<file path="src/rtl/sync_fifo_ctrl.sv">
// Single-clock FIFO with an internal storage array, an occupancy counter, threshold flags
// and sticky error flags. The read port is either registered (standard) or fall-through (FWFT).
module sync_fifo_ctrl #(
    parameter int data_size       = 8,
    parameter int add_size        = 4,
    parameter int fwft            = 0,
    parameter int almost_full_th  = 14,
    parameter int almost_empty_th = 2
) (
    input  logic                 clk,
    input  logic                 rst,
    input  logic                 wr_en,
    input  logic [data_size-1:0] data_in,
    input  logic                 rd_en,
    output logic [data_size-1:0] data_out,
    output logic                 data_valid,
    output logic                 full,
    output logic                 empty,
    output logic                 almost_full,
    output logic                 almost_empty,
    output logic [add_size:0]    count,
    output logic                 overflow,
    output logic                 underflow,
    input  logic                 err_clr
);

    localparam int DEPTH = 1 << add_size;

    typedef logic [add_size:0] cnt_t;

    localparam cnt_t DEPTH_C = cnt_t'(DEPTH);
    localparam cnt_t AF_TH   = cnt_t'(almost_full_th);
    localparam cnt_t AE_TH   = cnt_t'(almost_empty_th);

    logic [data_size-1:0] mem_q [DEPTH];

    cnt_t wr_ptr_q, wr_ptr_d;
    cnt_t rd_ptr_q, rd_ptr_d;
    cnt_t count_q,  count_d;
    logic ovf_q, ovf_d;
    logic unf_q, unf_d;
    logic wr_acc, rd_acc;

    logic [add_size-1:0] wr_addr, rd_addr;

    assign wr_addr = wr_ptr_q[add_size-1:0];
    assign rd_addr = rd_ptr_q[add_size-1:0];

    // Flags decode the registered count only, so they never depend on this cycle's requests.
    assign full         = (count_q == DEPTH_C);
    assign empty        = (count_q == '0);
    assign almost_full  = (count_q >= AF_TH);
    assign almost_empty = (count_q <= AE_TH);
    assign count        = count_q;
    assign overflow     = ovf_q;
    assign underflow    = unf_q;

    assign wr_acc = wr_en && !full;
    assign rd_acc = rd_en && !empty;

    always_comb begin
        wr_ptr_d = wr_ptr_q;
        rd_ptr_d = rd_ptr_q;
        count_d  = count_q;
        if (wr_acc) wr_ptr_d = wr_ptr_q + cnt_t'(1);
        if (rd_acc) rd_ptr_d = rd_ptr_q + cnt_t'(1);
        unique case ({wr_acc, rd_acc})
            2'b10:   count_d = count_q + cnt_t'(1);
            2'b01:   count_d = count_q - cnt_t'(1);
            default: count_d = count_q;
        endcase
    end

    // A new error in the same cycle as err_clr wins, so the flag ends set.
    always_comb begin
        ovf_d = err_clr ? 1'b0 : ovf_q;
        unf_d = err_clr ? 1'b0 : unf_q;
        if (wr_en && full)  ovf_d = 1'b1;
        if (rd_en && empty) unf_d = 1'b1;
    end

    always_ff @(posedge clk) begin
        if (rst) begin
            wr_ptr_q <= '0;
            rd_ptr_q <= '0;
            count_q  <= '0;
            ovf_q    <= 1'b0;
            unf_q    <= 1'b0;
        end else begin
            wr_ptr_q <= wr_ptr_d;
            rd_ptr_q <= rd_ptr_d;
            count_q  <= count_d;
            ovf_q    <= ovf_d;
            unf_q    <= unf_d;
        end
    end

    always_ff @(posedge clk) begin
        if (!rst && wr_acc) mem_q[wr_addr] <= data_in;
    end

    // Pointer MSBs only distinguish full from empty laps; occupancy comes from count_q.
    logic unused_ptr_msb;
    assign unused_ptr_msb = wr_ptr_q[add_size] ^ rd_ptr_q[add_size];

    generate
        if (fwft == 0) begin : g_std
            logic [data_size-1:0] dout_q;
            logic                 dv_q;

            always_ff @(posedge clk) begin
                if (rst) begin
                    dout_q <= '0;
                    dv_q   <= 1'b0;
                end else begin
                    dv_q <= rd_acc;
                    if (rd_acc) dout_q <= mem_q[rd_addr];
                end
            end

            assign data_out   = dout_q;
            assign data_valid = dv_q;
        end else begin : g_fwft
            // Head word is shown directly; zero while empty keeps the reset value clean.
            assign data_out   = empty ? '0 : mem_q[rd_addr];
            assign data_valid = !empty;
        end
    endgenerate

endmodule

</file>
<file path="config.mk">
export PLATFORM = sky130hd
export DESIGN_NAME = sync_fifo_ctrl
export DESIGN_NICKNAME = d
export VERILOG_FILES = /design/src/rtl/sync_fifo_ctrl.sv
export SDC_FILE = /design/constraint.sdc
export NUM_CORES = 1
export LEC_CHECK = 0
export BUFFER_PORTS_ARGS = -buffer_cell sky130_fd_sc_hd__buf_2
export CAP_MARGIN = 20
export CORE_ASPECT_RATIO = 1.5
export CORE_MARGIN = 10
export CORE_UTILIZATION = 60
export DETAILED_ROUTE_END_ITERATION = 10
export PLACE_DENSITY = 0.78
export SYNTH_ARGS = -nofsm -noshare
export SYNTH_HDL_FRONTEND = slang
export SYNTH_SLANG_ARGS = --single-unit
</file>
<file path="constraint.sdc">
create_clock -name clk -period 8.4 [get_ports clk]
set_clock_uncertainty 0.2 [all_clocks]
set_input_delay 0.84 -clock clk [delete_from_list [all_inputs] [get_ports clk]]
set_output_delay 0.84 -clock clk [all_outputs]
set_load 0.02 [all_outputs]
</file>
==> summary.txt <==
Placed design
  • Cell count after placement: 526
  • Post-DP HPWL: 7920 um
  • Gpl congestion: 0.812
  • Port bufs: 32
  • Worst slack, placed: 4.75 ns

STA
  • Unrepaired setup endpoints after global routing: false
  • Setup TNS: 0 ns
  • Final slew viol count: 0
  • Final setup viols: 0
  • Final Critical Period: 3.50 ns
  • Hold Vio Cnt, Final: 0
  • Worst Tran Pin Value: 1.17 ns
  • Final WS setup: 4.90 ns
  • Fin crit share: 41.6%
  • F_max: 286 MHz
  • Slew HR: 22.3%

Yosys
  • Cells after synthesis: 398
  • Flops & latches, synth: 152
  • Seq/Total Area, Yosys: 70.4%
  • Distinct cells, synth: 37
  • Net Count, Synth: 421
  • Synth Cell Area: 6140 um^2
  • Synth warnings: 0
  • Syn_area_per_cell: 15.4 um^2

Clocking
  • Clk pin slew, worst setup/hold paths: 0.06 ns
  • # H-tree levels: 4
  • Clock latency on the worst-skew pair: 0.41 ns
  • Clk buf depth: 2
  • Root Buffer: clkbuf_16
  • Post-cts resize count: 0
  • Hold_buf cts: 0
  • CTS sink count: 152
  • Buffer count from post-CTS setup fixing: 0
  • CTS tree: done
  • Num CTS Buffers: 17

Floorplanning
  • Core Box Area: 10100 um^2
  • I/O pins: 33
  • Chip width: 103 um
  • Die footprint: 14800 um^2
  • Die H: 144 um
  • Initial Util: 61.0%
  • FP Rows: 45

Route
  • Vias: 3512
  • DRT Wirelength: 12500 um
  • DR pass1 iterations: 7
  • WL/cell: 22.4 um
  • ANT nets after route: 0
  • DRC: 0
  • DRT iter0 DRCs: 240
  • Vias/cell: 6.29

Pwr
  • Max rail drop VDD: 0.000258 V
  • Final Power: 2.07 mW
  • P per Cell Area: 297 nW/um^2
  • Leakage power: 2.29 nW

Setup path
  • CP Launch Type: flop
  • Worst R2R Setup Slack: 4.90 ns
  • Element type at the critical path end: flop
  • Crit path from: count[3]$_SDFFE_PP0P_
  • Setup CP Type: flop to flop
  • Worst EP arrival: 3.60 ns
  • FF-to-FF End: count[4]$_SDFFE_PP0P_
  • Critical Path End: count[4]$_SDFFE_PP0P_
  • Req. time, crit path: 8.50 ns
  • R2r startpoint: count[3]$_SDFFE_PP0P_
  • CP Max Fanout: 20
  • Reg2Reg Depth: 8

Global route
  • First-pass GRT wire length: 19200 um
  • Tot GR Track Use: 18.0%
  • Number of global-route vias before repair: 3491
  • Initial antenna violation count: 0
  • Congestion Overflow GR: 0
  • Largest net degree at the start of global routing: 66

Min path
  • Hold WC Path Type: flop to flop
  • Min-delay src: data_out[1]$_SDFFE_PP0P_

Status
  • Status: finished, final reports clean

Run
  • Max cap viols: 0

Final layout
  • Diode count: 0
  • Post-layout util: 69.1%
  • P&R area growth vs syn: 13.3%
  • Post-layout net count: 451
  • Layout cells sized above 1: 17.0%
  • Non-Filler Instances: 558
[metrics by stage]
stage                     instance area (um^2)  hold slack, ns
final                                     6960           0.350
after CTS                                 6960           0.346
after detailed placement                  6340           0.313
after floorplan                           6140           0.277
after global routing                      6960           0.377
after global placement                    6340           0.312
[area by class of cell]
cell class / instances / area [um^2]
Clock inverter: 8 / 116
Inverter: 3 / 11.3
Multi-Input combinational cell: 222 / 1700
Sequential cell: 152 / 4330
Clock buffer: 24 / 502
Fill cell: 651 / 3120
Tap cell: 117 / 146
Timing Repair Buffer: 32 / 160
[state kept, by name, summed over array words and instances, names as in the netlist]
name	cells
rd_ptr_q	4
overflow	1
count	5
wr_ptr_q	4
underflow	1
data_valid	1
data_out	8
mem_q	128
[power by group]
| part | internal (mW) | switching (mW) |
|---|---|---|
| logic | 0.137 | 0.249 |
| registers | 0.864 | 0.0465 |
| clock network | 0.504 | 0.267 |
[cell usage in the layout (no fill, tap or decap), types with 2 or more instances in the layout]
cell type	n
nor2_1	42
or3b_1	3
a211oi_2	8
edfxtp_1	128
clkbuf_16	17
clkbuf_8	5
clkbuf_1	2
o21a_1	2
o211ai_1	3
xor2_1	6
mux2i_1	67
o22ai_1	32
buf_2	32
dfxtp_1	23
a21oi_1	6
clkinv_2	3
inv_1	2
or3_1	3
nand2_1	6
a21o_1	2
nor2b_1	5
nor4_1	8
and3_1	2
xnor2_1	3
bufinv_16	3
ha_1	9
nand3b_1	5
[cells in the mapped netlist, drive strengths merged]
| master | instances | area [um^2] |
|---|---|---|
| and3 | 2 | 12.5 |
| nor2 | 42 | 158 |
| dfxtp | 24 | 480 |
| a31o | 1 | 8.76 |
| xnor2 | 3 | 26.3 |
| mux2 | 1 | 11.3 |
| xor2 | 6 | 52.6 |
| o21a | 2 | 15.0 |
| a21o | 2 | 15.0 |
| nand2 | 6 | 22.5 |
| ha | 9 | 113 |
| o22ai | 32 | 200 |
| buf | 16 | 95.1 |
| or2 | 1 | 6.26 |
| fa | 1 | 20.0 |
| nand2b | 1 | 6.26 |
| a211oi | 9 | 108 |
| nor4 | 8 | 50.1 |
| inv | 3 | 11.3 |
| o31ai | 1 | 7.51 |
| or3b | 4 | 35.0 |
| edfxtp | 128 | 3840 |
| o211ai | 4 | 35.0 |
| nand3 | 1 | 5.00 |
| clkbuf | 5 | 18.8 |
| a21oi | 6 | 30.0 |
| mux2i | 67 | 671 |
| nand3b | 5 | 37.5 |
| or3 | 3 | 18.8 |
| nor2b | 5 | 31.3 |
[worst max-delay path, stage by stage (launching register included)]
cell	delay (ns)
dfxtp_1	0.36
or3_1	0.52
o21a_1	0.53
ha_1	0.43
fa_1	0.42
a21o_1	0.17
a21oi_1	0.18
mux2i_1	0.22
mux2_2	0.35
[worst min-delay path by stage]
stage,end,slack [ns],depth (start not counted)
2_1_floorplan,wr_ptr_q[1]$_SDFFE_PP0P_,0.28,2
3_3_place_gp,wr_ptr_q[1]$_SDFFE_PP0P_,0.31,2
3_5_place_dp,wr_ptr_q[1]$_SDFFE_PP0P_,0.31,2
4_1_cts,data_out[1]$_SDFFE_PP0P_,0.35,2
5_1_grt,data_out[1]$_SDFFE_PP0P_,0.38,2
6_report,data_out[1]$_SDFFE_PP0P_,0.35,2
[layer usage]
layer  share of wire (%)  up-vias  GRT usage [%]
met5                   0        -              0
met3                 7.1       38           5.53
met1                  38     1716           19.6
li1                    -     1591              -
met4                 3.1        0           8.79
met2                  52      167           30.7
[cell families (layout without fill, tap and decap cells)]
| kind of cell | count (synthesis) | count (layout) | synth area share [%] |
|---|---|---|---|
| flops | 152 | 152 | 70.4 |
| simple gates | 78 | 78 | 6.23 |
| mux | 68 | 68 | 11.1 |
| compound gates | 57 | 57 | 6.82 |
| buf+inv | 24 | 67 | 2.04 |
| fa+ha+maj | 10 | 10 | 2.16 |
| xor+xnor | 9 | 9 | 1.28 |
No activity file was read; power rests on OpenSTA's default activity.
